`src/rtl/cpu_pkg.sv`:
```
// Shared pipeline definitions: EX->MS and MS->WS bus layouts and load-op encodings.
package cpu_pkg;

    // Default datapath geometry
    localparam int XLEN_DEF   = 32;
    localparam int PC_W_DEF   = 32;
    localparam int DEST_W_DEF = 5;

    // Bus widths for the default geometry
    localparam int ES_MS_BUS_W = PC_W_DEF + DEST_W_DEF + XLEN_DEF + 6;
    localparam int MS_WS_BUS_W = PC_W_DEF + 1 + DEST_W_DEF + XLEN_DEF;

    // Fixed low-order field offsets in the EX->MS bus (LSB first)
    localparam int MEM_REQ_BIT      = 0;
    localparam int LD_OP_LSB        = 1;
    localparam int RES_FROM_MEM_BIT = 4;
    localparam int ALU_RES_LSB      = 5;

    // Load-op encodings
    typedef enum logic [2:0] {
        LD_W  = 3'd0,
        LD_B  = 3'd1,
        LD_H  = 3'd2,
        LD_BU = 3'd3,
        LD_HU = 3'd4
    } ld_op_e;

    // Offsets of the fields that sit above the XLEN-wide alu_result
    function automatic int dest_lsb(input int xlen);
        return ALU_RES_LSB + xlen;
    endfunction

    function automatic int gr_we_bit(input int xlen, input int dest_w);
        return ALU_RES_LSB + xlen + dest_w;
    endfunction

    function automatic int pc_lsb(input int xlen, input int dest_w);
        return ALU_RES_LSB + xlen + dest_w + 1;
    endfunction

endpackage

```
`src/rtl/mem_stage_lsu_load_align.sv`:
```
// Load data alignment: selects the addressed byte/half/word and extends it to XLEN.
module load_align
    import cpu_pkg::*;
#(
    parameter int XLEN  = 32,
    parameter int OFF_W = $clog2(XLEN / 8)
) (
    input  logic [XLEN-1:0]  data,
    input  logic [OFF_W-1:0] offset,
    input  logic [2:0]       ld_op,
    output logic [XLEN-1:0]  result
);

    logic [XLEN-1:0] shifted;
    logic [7:0]      byte_v;
    logic [15:0]     half_v;

    assign shifted = data >> {offset, 3'b000};
    assign byte_v  = shifted[7:0];
    assign half_v  = shifted[15:0];

    // Extend the selected lane; unknown encodings fall back to the full word
    always_comb begin
        result = data;
        case (ld_op)
            LD_B:    result = XLEN'($signed(byte_v));
            LD_H:    result = XLEN'($signed(half_v));
            LD_BU:   result = XLEN'(byte_v);
            LD_HU:   result = XLEN'(half_v);
            default: result = data;
        endcase
    end

endmodule

```
`src/rtl/mem_stage_lsu.sv`:
```
// MEM pipeline stage: waits for split data-SRAM responses, buffers early data
// under WB back-pressure, aligns loads and drains responses owed to flushed work.
module mem_stage_lsu
    import cpu_pkg::*;
#(
    parameter int XLEN       = 32,
    parameter int PC_W       = 32,
    parameter int DEST_W     = 5,
    parameter int MAX_CANCEL = 3
) (
    input  logic                          clk,
    input  logic                          resetn,
    input  logic                          es_to_ms_valid,
    output logic                          ms_allow_in,
    input  logic [PC_W+DEST_W+XLEN+5:0]   es_ms_bus,
    input  logic                          data_sram_data_ok,
    input  logic [XLEN-1:0]               data_sram_rdata,
    input  logic                          ws_allow_in,
    output logic                          ms_to_ws_valid,
    output logic [PC_W+DEST_W+XLEN:0]     ms_ws_bus,
    input  logic                          flush,
    output logic [DEST_W-1:0]             ms_dest_reg,
    output logic [XLEN-1:0]               ms_fwd_data,
    output logic                          ms_fwd_ready
);

    localparam int ES_W  = PC_W + DEST_W + XLEN + 6;
    localparam int OFF_W = $clog2(XLEN / 8);
    localparam int CW    = $clog2(MAX_CANCEL + 1);

    logic              ms_valid;
    logic              data_buf_valid;
    logic [CW-1:0]     cancel_cnt;
    logic [ES_W-1:0]   ms_bus;
    logic [XLEN-1:0]   data_buf;

    logic              mem_req;
    logic [2:0]        ld_op;
    logic              res_from_mem;
    logic [XLEN-1:0]   alu_result;
    logic [DEST_W-1:0] dest;
    logic              gr_we;
    logic [PC_W-1:0]   pc;

    logic              data_ok_live;
    logic              ms_ready_go;
    logic              capture;
    logic              buf_store;
    logic              cancel_inc;
    logic              cancel_dec;
    logic [XLEN-1:0]   load_src;
    logic [XLEN-1:0]   load_result;
    logic [XLEN-1:0]   final_result;

    assign mem_req      = ms_bus[MEM_REQ_BIT];
    assign ld_op        = ms_bus[LD_OP_LSB +: 3];
    assign res_from_mem = ms_bus[RES_FROM_MEM_BIT];
    assign alu_result   = ms_bus[ALU_RES_LSB +: XLEN];
    assign dest         = ms_bus[dest_lsb(XLEN) +: DEST_W];
    assign gr_we        = ms_bus[gr_we_bit(XLEN, DEST_W)];
    assign pc           = ms_bus[pc_lsb(XLEN, DEST_W) +: PC_W];

    // A response only belongs to the current instruction once all cancelled ones are drained
    assign data_ok_live   = data_sram_data_ok && (cancel_cnt == '0);
    assign ms_ready_go    = !mem_req || data_buf_valid || data_ok_live;
    assign ms_allow_in    = !ms_valid || (ms_ready_go && ws_allow_in);
    assign ms_to_ws_valid = ms_valid && ms_ready_go && !flush;

    assign capture   = es_to_ms_valid && ms_allow_in && !flush;
    assign buf_store = data_ok_live && ms_valid && mem_req && !data_buf_valid && !flush
                       && !(ms_to_ws_valid && ws_allow_in);

    assign cancel_inc = flush && ms_valid && mem_req && !data_buf_valid && !data_ok_live;
    assign cancel_dec = data_sram_data_ok && (cancel_cnt != '0);

    assign load_src = data_buf_valid ? data_buf : data_sram_rdata;

    load_align #(
        .XLEN  (XLEN),
        .OFF_W (OFF_W)
    ) u_load_align (
        .data   (load_src),
        .offset (alu_result[OFF_W-1:0]),
        .ld_op  (ld_op),
        .result (load_result)
    );

    assign final_result = res_from_mem ? load_result : alu_result;
    assign ms_ws_bus    = {pc, gr_we, dest, final_result};
    assign ms_dest_reg  = (ms_valid && gr_we) ? dest : '0;
    assign ms_fwd_data  = final_result;
    assign ms_fwd_ready = ms_valid && gr_we && (!res_from_mem || data_buf_valid || data_ok_live);

    // Stage control: valid bit, response-buffer flag and cancelled-response counter
    always_ff @(posedge clk or negedge resetn) begin
        if (!resetn) begin
            ms_valid       <= 1'b0;
            data_buf_valid <= 1'b0;
            cancel_cnt     <= '0;
        end else begin
            if (flush) begin
                ms_valid <= 1'b0;
            end else if (ms_allow_in) begin
                ms_valid <= es_to_ms_valid;
            end

            if (capture) begin
                data_buf_valid <= 1'b0;
            end else if (buf_store) begin
                data_buf_valid <= 1'b1;
            end

            if (cancel_inc && !cancel_dec) begin
                if (cancel_cnt != CW'(MAX_CANCEL)) begin
                    cancel_cnt <= cancel_cnt + 1'b1;
                end
            end else if (cancel_dec && !cancel_inc) begin
                cancel_cnt <= cancel_cnt - 1'b1;
            end
        end
    end

    // Datapath registers: instruction bus on capture, early response data on buffering
    always_ff @(posedge clk) begin
        if (capture) begin
            ms_bus <= es_ms_bus;
        end
        if (buf_store) begin
            data_buf <= data_sram_rdata;
        end
    end

    // More cancelled responses outstanding than the counter can track is a pipeline bug
    assert property (@(posedge clk) disable iff (!resetn)
                     !(cancel_inc && !cancel_dec && (cancel_cnt == CW'(MAX_CANCEL))));

endmodule

```
`config.mk`:
```
export PLATFORM = sky130hd
export DESIGN_NAME = mem_stage_lsu
export DESIGN_NICKNAME = d
export VERILOG_FILES = /design/src/rtl/cpu_pkg.sv /design/src/rtl/mem_stage_lsu_load_align.sv /design/src/rtl/mem_stage_lsu.sv
export SDC_FILE = /design/constraint.sdc
export NUM_CORES = 1
export LEC_CHECK = 0
export ABC_AREA = 1
export BUFFER_PORTS_ARGS = -buffer_cell sky130_fd_sc_hd__clkbuf_2
export CAP_MARGIN = 20
export CORE_AREA = 2 2 117 119
export CTS_BUF_LIST = sky130_fd_sc_hd__clkbuf_2
export CTS_CLUSTER_SIZE = 14
export DETAILED_ROUTE_END_ITERATION = 16
export DIE_AREA = 0 0 119 121
export GPL_ROUTABILITY_DRIVEN = 0
export PLACE_DENSITY_LB_ADDON = 0.2
export SYNTH_ARGS = -nofsm -noshare
export SYNTH_HDL_FRONTEND = slang
export SYNTH_HIERARCHICAL = 1
export SYNTH_SLANG_ARGS = --single-unit
```
`constraint.sdc`:
```
create_clock -name clk -period 3.14 [get_ports clk]
set_input_delay 0.314 -clock clk [delete_from_list [all_inputs] [get_ports clk]]
set_output_delay 0.314 -clock clk [all_outputs]
set_load 0.02 [all_outputs]
```
Yosys cells after proc, flatten, opt, wreduce, memory -nomap -nowiden
Cells that the tools add are included.
{"block": "word_totals", "regBits": 111, "inputBits": 113, "output_inout_bits": 110, "elab_cells": 66}
{"block": "classes", "add_sub_neg": 2, "n_eq_ne": 6, "shift": 1, "mux": 11, "reduce_logical": 41}
{"op": "32-bit case mux with 4 select lines", "count": 1}
{"op": "32-bit 2-to-1 mux", "count": 2}
{"op": "32-bit by 5-bit >> shifter with 16-bit output", "count": 1}
{"op": "1-bit logical AND", "count": 21}
{"op": "1-bit zero test", "count": 9}
{"op": "2-bit nonzero test", "count": 4}
{"op": "3-bit by 2-bit equality test with 1-bit output (second input constant)", "count": 2}
{"op": "2-bit 2-to-1 mux", "count": 3}
{"op": "1-bit logical OR", "count": 5}
{"op": "5-bit 2-to-1 mux", "count": 1}
{"op": "1-bit 2-to-1 mux", "count": 4}
{"op": "3-bit by 1-bit equality test with 1-bit output (second input constant)", "count": 1}
{"op": "3-bit equality test (second input constant)", "count": 1}
{"op": "2-bit by 1-bit adder with 2-bit output (second input constant)", "count": 1}
{"op": "2-bit zero test", "count": 1}
{"op": "2-bit by 1-bit inequality test with 1-bit output (second input constant)", "count": 1}
{"op": "2-bit inequality test (second input constant)", "count": 1}
{"op": "2-bit AND reduction", "count": 1}
{"op": "2-bit by 1-bit subtractor with 2-bit output (second input constant)", "count": 1}

Depth between registers and ports, before layout
Gate-level depths: netlist (run 1).
{"block": "depth", "word_depth": 10, "mapped_depth": 14, "ltp_nobuf": 10}

Modules after synthesis
Netlist (run 1), hierarchy kept.
{"mod": "mem_stage_lsu", "instances": 1, "cells_each": 372, "area_each_um2": 4879.7, "seq_area_each_um2": 3313.2}
{"mod": "load_align", "instances": 1, "cells_each": 231, "area_each_um2": 1083.5, "seq_area_each_um2": 0.0}

Worst setup path after synthesis (run 1)
OpenSTA, ideal clock, no wires.
{"block": "synth_path", "path_kind": "reg2reg", "from": "reg cancel_cnt[1]", "to": "reg ms_bus[0] (enable)", "setup_ns": 0.429, "t_arrival_ns": 2.389, "required_time_ns": 2.711, "slack_ns": 0.322, "stages_incl_launch_ff": 8, "n_path_buf": 0, "period_less_slack_ns": 2.818, "cell_sequence": "dfrtp_1 inv_1 nand3_4 nand2_2 nand2_1 nand2_2 nand2_1 inv_1"}
{"block": "synth_via", "elab_chain_len": 7}
{"item": "start: declaration", "line": "mem_stage_lsu.sv:33", "source": "logic [CW-1:0] cancel_cnt;"}
{"item": "start signal: assignment", "line": "mem_stage_lsu.sv:115", "source": "cancel_cnt <= cancel_cnt + 1'b1;"}
{"item": "start signal: assignment", "line": "mem_stage_lsu.sv:118", "source": "cancel_cnt <= cancel_cnt - 1'b1;"}
{"item": "2-bit zero test", "line": "mem_stage_lsu.sv:64", "source": "assign data_ok_live = data_sram_data_ok && (cancel_cnt == '0);"}
{"item": "1-bit logical AND", "line": "mem_stage_lsu.sv:64"}
{"item": "1-bit logical OR", "line": "mem_stage_lsu.sv:65", "source": "assign ms_ready_go = !mem_req || data_buf_valid || data_ok_live;"}
{"item": "1-bit logical AND", "line": "mem_stage_lsu.sv:66", "source": "assign ms_allow_in = !ms_valid || (ms_ready_go && ws_allow_in);"}
{"item": "1-bit logical OR", "line": "mem_stage_lsu.sv:66"}
{"item": "via ms_allow_in", "line": "mem_stage_lsu.sv:14", "source": "output logic ms_allow_in,"}
{"item": "1-bit logical AND (2 in series)", "line": "mem_stage_lsu.sv:69", "source": "assign capture = es_to_ms_valid && ms_allow_in && !flush;"}
{"item": "via capture", "line": "mem_stage_lsu.sv:47", "source": "logic capture;"}
{"item": "end signal: assignment", "line": "mem_stage_lsu.sv:126", "source": "ms_bus <= es_ms_bus;"}
{"item": "end: declaration", "line": "mem_stage_lsu.sv:34", "source": "logic [ES_W-1:0] ms_bus;"}
The timed path passes the listed nets, and every way through them passes these cells.
A chain may end at the register's enable or synchronous reset.

Final worst setup path (run 1)
{"block": "layout_path", "from": "reg ms_bus[6]", "to": "out ms_ws_bus[23]"}
{"block": "layout_via", "elab_chain_len": 3}
{"item": "32-bit by 5-bit >> shifter with 16-bit output", "line": "mem_stage_lsu_load_align.sv:18", "source": "assign shifted = data >> {offset, 3'b000};"}
{"item": "32-bit case mux with 4 select lines", "line": "mem_stage_lsu_load_align.sv:25", "source": "case (ld_op)"}
{"item": "via load_result[23]", "line": "mem_stage_lsu.sv:52", "source": "logic [XLEN-1:0] load_result;"}
{"item": "32-bit 2-to-1 mux", "line": "mem_stage_lsu.sv:88", "source": "assign final_result = res_from_mem ? load_result : alu_result;"}
{"item": "end: declaration", "line": "mem_stage_lsu.sv:20", "source": "output logic [PC_W+DEST_W+XLEN:0] ms_ws_bus,"}
The timed path passes the listed nets, and every way through them passes these cells.

==> impl_results.md, run 1 <==
- Crit path depth: 6
- Reg2reg start: data_buf_valid
- Slew @ Worst Pin: 0.7051 ns
- Clk slew on worst S/H paths: 0.31 ns
- Reg2reg path depth: 8
- Post-synth EDFFs: 107
- Ports: 223
- Die width: 119 um
- Synth unique cells: 27
- Power, Total: 3.208 mW
- Worst reg2reg endpoint: ms_bus[30]
- CP Launch Point: ms_bus[6]
- Slew Limit Fails: 0
- Crit-path cells: inv_4 > nand3_2 > nand3_2 > nand3_1 > mux2_2 > clkbuf_2
- P_leak: 3.807 nW
- Synthesized area per cell: 9.889 sq um
- Slowest-stage cell, CP: edfxtp_1
- Initial core utilization: 0.4557
- Worst EP arrival: 2.63 ns
- DR WL/cell: 15.80 um
- Synth top cells by count: nand2_1, edfxtp_1, nand3_1
- Setup Viol. Count Final: 0
- Clock sink count: 111
- Sw Pwr: 1.046 mW
- Reg2Reg Setup Slack: 0.86 ns
- Total CTS buffers: 9
- Fin Clk Skew: 0.03506 ns
- Tmin final: 2.948 ns
- Filler cells: 1127
- Most used DFF post-synth: edfxtp_1
- Power per cell area: 402.3 nW/um^2
- Final Hold Viols: 0
- Layout cell share with drive strength beyond 1: 0.3552
- Routed Antenna Nets: 0
- Status: completed
- H-tree depth: 3
- Worst Path Max Fanout: 18
- Final wirelength: 16550 um
- Req. time, crit path: 2.83 ns
- Vias in the first global route: 4989
- Final worst-path cycle share: 0.9387
- Max Buffers Root-to-Sink: 2
- GRT overflow: 0
- Area leader, netlist: edfxtp_1
- Initial antenna violation count: 1
- Buf/Inv on CP: 2
- Vias per inst: 4.807
- DR DRC count: 0
- Largest net degree at the start of global routing: 51
- Worst path max stage delay: 0.66 ns
- Top area cells in the synthesized netlist: edfxtp_1, nand2_1, buf_4
- Net Count, Synth: 716
- Peak supply drop: 0.3850 mV
- Vias post-DR: 5033
- Post-DP HPWL: 10870 um
- Gr usage total: 0.2255
- Pint: 2.161 mW
- Logic gate share of total power: 0.278
- Synthesis Warnings: 6
- Final non-filler cell total: 1047
- Die Area: 14400 sq um
- Seq/Total Area, Yosys: 0.5556
- Most numerous cell in the Yosys netlist: nand2_1
- CTS root buf: clkbuf_2
- Family with the most delay on the worst path: flip-flops
- Flop pwr share: 0.539
- Synth top area share: 0.5388
- Clk Latency, worst-skew pair: 0.63 ns
- CP Launch Type: register
- Core area: 13090 sq um
- PortBufs: 222
- Max-cap violation count: 0
- Post-Syn Area: 5963 sq um
- Fmax: 0.3393 GHz
- Drt first pass iters: 5
- Relative slew slack: 0.5274
- Fin util: 0.6094
- Hold/Removal Path Class: in -> reg
- Synth Register Bits: 111
- TNS Setup: 0 ns
- Most used cell, CP: nand3_2
- Layout area overhead: 33.72%
- # placed instances: 912
- DRT iter0 DRCs: 208
- Worst setup path endpoint: ms_ws_bus[23]
- CTS tree: yes
- Post-Syn Instances: 603
- Cell Rows: 42
- Die height: 121 um
- Nets: 978
- Crit Path Class: reg -> out
- Share of synthesized registers carrying an async set or reset: 0.03604
- Setup crit end kind: primary output
- Clk pwr share: 0.183
- First-pass GRT wire length: 24960 um
- Sw frac: 0.3263
- RSZ-0062 raised after global routing: no
[metal layers]
metal / share of wire / GRT usage / vias up
met5: 0 / 0 / -
met4: 0.025 / 0.07068 / 0
li1: - / - / 2453
met1: 0.39 / 0.2561 / 2310
met3: 0.065 / 0.05357 / 35
met2: 0.52 / 0.4177 / 235
[per-stage QoR]
stage | worst slack [ns] | instance area, sq um | hold slack, ns
after floorplan | 0.3224 | 5963 | 0.01841
after global routing | 0.01774 | 7974 | 0.04917
after detailed placement | 0.3535 | 6646 | 0.1368
after CTS | 0.02640 | 7878 | 0.0007822
after global placement | 0.4006 | 6646 | 0.1322
final | 0.1924 | 7974 | 0.04602
[cells in the final DEF, fill, tap and decap left out]
| cell | netlist | layout |
|---|---|---|
| clkbuf_2 | 0 | 231 |
| nand2_1 | 191 | 191 |
| dlygate4sd3_1 | 0 | 112 |
| edfxtp_1 | 107 | 107 |
| nand3_1 | 84 | 81 |
| inv_1 | 47 | 46 |
| mux2_2 | 32 | 32 |
| nor2_1 | 13 | 12 |
| buf_4 | 70 | 9 |
| nand2_2 | 6 | 6 |
| nand3_4 | 1 | 5 |
| clkinv_2 | 0 | 4 |
| a21oi_1 | 4 | 4 |
| dfrtp_1 | 4 | 3 |
| nand3_2 | 1 | 3 |
| nor2_2 | 1 | 2 |
| o21ai_1 | 3 | 2 |
| clkinv_4 | 1 | 2 |
| inv_4 | 2 | 2 |
| o21ai_0 | 2 | 2 |
| diode_2 | 0 | 1 |
| inv_8 | 0 | 1 |
| inv_2 | 1 | 1 |
| a31oi_1 | 1 | 1 |
| a21oi_2 | 1 | 1 |
| clkinvlp_4 | 0 | 1 |
| inv_6 | 0 | 1 |
| dfrtp_2 | 0 | 1 |
| buf_12 | 0 | 1 |
| buf_6 | 11 | 1 |
| nor2_8 | 1 | 1 |
| o21ai_2 | 0 | 1 |
| nor3_2 | 0 | 1 |
| nand2_4 | 1 | 1 |
| or2_2 | 1 | 1 |
[state kept, by name, indices dropped and copies added, names as in the netlist]
| signal | cells |
|---|---|
| cancel_cnt | 2 |
| data_buf_valid | 1 |
| data_buf | 32 |
| ms_valid | 1 |
| ms_bus | 75 |
[cells by family (layout without fill, tap and decap cells)]
| family | count (synthesis) | in the layout | share of synthesized area |
|---|---|---|---|
| and+or+nand+nor | 301 | 304 | 0.2180 |
| other | 0 | 1 | 0 |
| muxes | 32 | 32 | 0.06043 |
| DFF | 111 | 111 | 0.5556 |
| buffers and inverters | 148 | 412 | 0.1559 |
| AOI/OAI and AO/OA | 11 | 11 | 0.01007 |
[worst register-to-register path: cells and delay by family (launching register included)]
family / cells / cell delay, ns
flops: 1 / 0.53
buf+inv: 3 / 1.00
simple gates: 5 / 0.46
[what timing repair did]
item	CTS	global route
cloned	0	3
buffers inserted	1	2
resized for setup	2	9
hold endpoints to repair	113	0
endpoints found under the setup margin	64	62
pin swaps	0	2
hold buffers	112	0
[cell type report]
type / instances / area, sq um / area share
antenna: 1 / 2.502 / 0.0003138
clock buffer: 9 / 45.04 / 0.005649
clock inverter: 7 / 48.80 / 0.006120
inverter: 51 / 205.2 / 0.02573
multi-input combinational: 347 / 1807 / 0.2266
sequential: 111 / 3314 / 0.4157
tap: 176 / 220.2 / 0.02762
timing repair buffer: 345 / 2331 / 0.2923
[worst min-delay path by stage]
stage                                  from        endpoint  depth (start not counted)
after floorplan                      resetn   cancel_cnt[0]                          0
after global placement               resetn        ms_valid                          1
after detailed placement             resetn        ms_valid                          1
after CTS                    es_to_ms_valid  data_buf_valid                          6
after global routing      data_sram_data_ok   cancel_cnt[1]                          4
final                        es_to_ms_valid  data_buf_valid                          6
[power groups by stage]
stage	logic (mW)	clock network, mW	registers [mW]
detailed placement	0.752	0	1.76
global route	0.970	0.663	1.74
CTS	0.872	0.617	1.73
finish	0.891	0.588	1.73
global placement	0.744	0	1.76
floorplan	0.575	0	1.75
Note: power is estimated with default switching activity, not from simulation.
==> run 2: changes to the inputs <==
--- a/config.mk
+++ b/config.mk
@@ -8,14 +8,13 @@
 export ABC_AREA = 1
 export BUFFER_PORTS_ARGS = -buffer_cell sky130_fd_sc_hd__clkbuf_2
 export CAP_MARGIN = 20
-export CORE_AREA = 2 2 117 119
+export CORE_AREA = 2 2 115 117
 export CTS_BUF_LIST = sky130_fd_sc_hd__clkbuf_2
 export CTS_CLUSTER_SIZE = 14
 export DETAILED_ROUTE_END_ITERATION = 16
-export DIE_AREA = 0 0 119 121
+export DIE_AREA = 0 0 117 119
 export GPL_ROUTABILITY_DRIVEN = 0
 export PLACE_DENSITY_LB_ADDON = 0.2
 export SYNTH_ARGS = -nofsm -noshare
 export SYNTH_HDL_FRONTEND = slang
-export SYNTH_HIERARCHICAL = 1
 export SYNTH_SLANG_ARGS = --single-unit
==> constraint.sdc (replaced) <==
create_clock -name clk -period 3.14 [get_ports clk]
set_input_delay 0.471 -clock clk [delete_from_list [all_inputs] [get_ports clk]]
set_output_delay 0.471 -clock clk [all_outputs]
set_load 0.02 [all_outputs]
==> run 2 against run 1 <==
Core utilization down 0.55 points. Synthesized cell count is 0.17% lower. Count of clock-buffer cells in the layout is the same. Combinational power fell by 12%. Sequential cell count stayed put.
==> impl_results.md, run 2 <==
- Hold/Removal Path Class: in -> async
- Final Hold Viols: 0 (unchanged)
- Initial antenna violation count: 1 (unchanged)
- Synthesized area per cell: 9.515 sq um (-3.8%)
- Relative slew slack: 0.6308 (+0.1034)
- Req. time, crit path: 2.67 ns (-0.16 ns)
- Peak supply drop: 0.2806 mV (-27%)
- Cell Rows: 42 (unchanged)
- H-tree depth: 3 (unchanged)
- Synth top area share: 0.5609 (+0.02213)
- RSZ-0062 raised after global routing: no
- Routed Antenna Nets: 0 (unchanged)
- Initial core utilization: 0.4449 (-0.01083)
- Vias in the first global route: 4658 (-6.6%)
- Filler cells: 1102 (-2.2%)
- Tmin final: 2.929 ns (-0.01814 ns)
- Power per cell area: 410.3 nW/um^2 (+2.0%)
- Max-cap violation count: 0 (unchanged)
- Gr usage total: 0.2154 (-0.01005)
- Synth Register Bits: 111 (unchanged)
- Drt first pass iters: 5 (unchanged)
- Slew Limit Fails: 0 (unchanged)
- Commonest non-fill, non-tap cell in the layout: clkbuf_2
- Share of synthesized registers carrying an async set or reset: 0.03604 (unchanged)
- Power, Total: 3.190 mW (-0.54%)
- Die Area: 13920 sq um (-3.3%)
- Clk slew on worst S/H paths: 0.31 ns (about the same)
- Most numerous cell in the Yosys netlist: nand2_1
- Final worst-path cycle share: 0.9329 (-0.005777)
- Net Count, Synth: 715 (-0.14%)
- PortBufs: 222 (unchanged)
- Status: completed
- Layout cell share with drive strength beyond 1: 0.3410 (-0.01419)
- TNS Setup: 0 ns (unchanged)
- Fmax: 0.3414 GHz (+0.62%)
- Total CTS buffers: 9 (unchanged)
- Post-synth EDFFs: 107 (unchanged)
- Die width: 117 um (-1.7%)
- CTS root buf: clkbuf_2
- Crit Path Class: reg -> out
- Max reg flops: 75 (unchanged)
- Vias post-DR: 4832 (-4.0%)
- Slew @ Worst Pin: 0.5538 ns (-0.1512 ns)
- Setup crit end kind: primary output
- Register area: 3314 sq um (unchanged)
- Max Buffers Root-to-Sink: 2 (unchanged)
- Post-DP HPWL: 10370 um (-4.6%)
- Clk Latency, worst-skew pair: 0.63 ns (about the same)
- Die height: 119 um (-1.7%)
- Synthesis Warnings: 0 (-6)
- Layout area overhead: 35.74%
- Pre-CTS setup slack: 0.5855 ns (+0.2321 ns)
- Setup Viol. Count Final: 0 (unchanged)
- CP Launch Type: register
- Worst EP arrival: 2.46 ns (-0.17 ns)
- Top area cells in the synthesized netlist: edfxtp_1, nand2_1, buf_4
- Most flop-heavy register: ms_bus
- Nets: 979 (+0.10%)
- GRT overflow: 0 (unchanged)
- Fin Clk Skew: 0.04119 ns (+0.006136 ns)
- Worst reg2reg endpoint: ms_bus[36]
- Seq/Total Area, Yosys: 0.5784 (+0.02282)
- Post-Syn Instances: 602 (-0.17%)
- Vias per inst: 4.611 (-4.1%)
- Most frequent cells in the layout: clkbuf_2, nand2_1, dlygate4sd3_1, edfxtp_1, inv_1
- Reg2reg start: data_buf_valid
- Area leader, netlist: edfxtp_1
- Final wirelength: 15130 um (-8.5%)
- M3 GR Usage: 0.05089 (-0.002681)
- Largest regs: ms_bus: 75 flops, data_buf: 32 flops, cancel_cnt: 2 flops
- Core area: 12870 sq um (-1.6%)
- GRT busiest layer: met2
- DR WL/cell: 14.44 um (-8.6%)
- Largest net degree at the start of global routing: 45 (-12%)
- Synth top cells by count: nand2_1, edfxtp_1, buf_4
- DR DRC count: 0 (unchanged)
- Multi-input combinational cell area: 1610 sq um (-11%)
- Ports: 223 (unchanged)
- Reg2Reg Setup Slack: 0.94 ns (+0.08 ns)
- P_leak: 3.750 nW (-1.5%)
- First-pass GRT wire length: 22910 um (-8.2%)
- Synth unique cells: 23 (-15%)
- CTS tree: yes
- Worst Path Max Fanout: 32 (+14)
- Global Route met2 Usage: 0.3559 (-0.06189)
- Most used DFF post-synth: edfxtp_1
- Clock sink count: 111 (unchanged)
- DRT iter0 DRCs: 303 (+46%)
- Setup ws final: 0.2106 ns (+0.01814 ns)
- Reg2reg path depth: 10 (+2)
- M1 GR Usage: 0.2800 (+0.02386)
- Fin util: 0.6039 (-0.005503)
- Post-Syn Area: 5728 sq um (-3.9%)
run 2: cell types whose count changed after synthesis, moves of 4 or more:
cell	delta
nand3_1	-52
nor2_1	+6
or2_2	+16
buf_6	-8
a21oi_1	+18
nand2_1	+31
o21ai_0	+10
nand3_2	+15
clkbuf_1	+5
mux2_2	-32
inv_2	+4
buf_4	+4
buf_2	-9
run 2: worst max-delay path by stage:
stage / start / end / slack [ns]
2_1_floorplan: data_sram_data_ok / ms_bus[0] / 0.05
3_3_place_gp: ms_bus[2] / ms_fwd_data[7] / 0.60
3_5_place_dp: ms_bus[1] / ms_ws_bus[9] / 0.59
4_1_cts: data_buf_valid / ms_ws_bus[9] / 0.02
5_1_grt: data_buf_valid / ms_ws_bus[9] / 0.01
6_report: data_buf_valid / ms_ws_bus[9] / 0.21
run 2: cell families (layout without fill, tap and decap cells):
logic type      after synthesis  after routing  share of synthesized area
simple gates                312            312                     0.2407
other cells                   0              1                          0
flops                       111            111                     0.5784
buf+inv                     141            410                     0.1461
compound gates               38             38                    0.03473
run 2: layout make-up:
class / count / area share
Clock buffer: 9 / 0.005793
Clock inverter: 7 / 0.01078
Antenna cell: 1 / 0.0003219
Multi-Input combinational cell: 350 / 0.2071
Sequential cell: 111 / 0.4263
Inverter: 51 / 0.02510
Timing Repair Buffer: 343 / 0.2963
Tap cell: 176 / 0.02832
run 2: worst max-delay path, stage by stage (launching register included):
cell and delay [ns]:
dfrtp_2 0.53, inv_2 0.12, buf_8 0.22, nand2_1 0.07, o21ai_1 0.15, inv_1 0.10
a21oi_1 0.25, nand2_1 0.10, nand2_1 0.11, clkbuf_2 0.18
run 2: power breakdown:
part | switching, mW | internal [mW] | total (mW) | leakage (nW)
clock network | 0.498 | 0.194 | 0.692 | 0.0729
logic | 0.479 | 0.307 | 0.787 | 2.64
registers | 0.0221 | 1.69 | 1.71 | 1.04
total | 0.999 | 2.19 | 3.19 | 3.75
run 2: layer usage:
metal | vias up | part of all wire
met5 | - | 0
met4 | 0 | 0.014
met3 | 16 | 0.071
met2 | 205 | 0.49
met1 | 2210 | 0.42
li1 | 2401 | -
run 2: repair_timing:
item,4_1_cts,5_1_grt
gates resized for setup,3,8
hold endpoints to repair,112,0
cloned,0,0
buffers inserted,0,6
pin swaps,0,2
setup endpoints to repair,56,62
hold buffers,109,0
run 2: per-stage QoR:
step / hold WS (ns) / std cells / area (sq um)
2_1_floorplan: 0.1754 / 602 / 5733
3_3_place_gp: 0.2827 / 916 / 6472
3_5_place_dp: 0.2873 / 916 / 6472
4_1_cts: 0.05678 / 1041 / 7702
5_1_grt: 0.08293 / 1048 / 7775
6_report: 0.1042 / 1048 / 7775
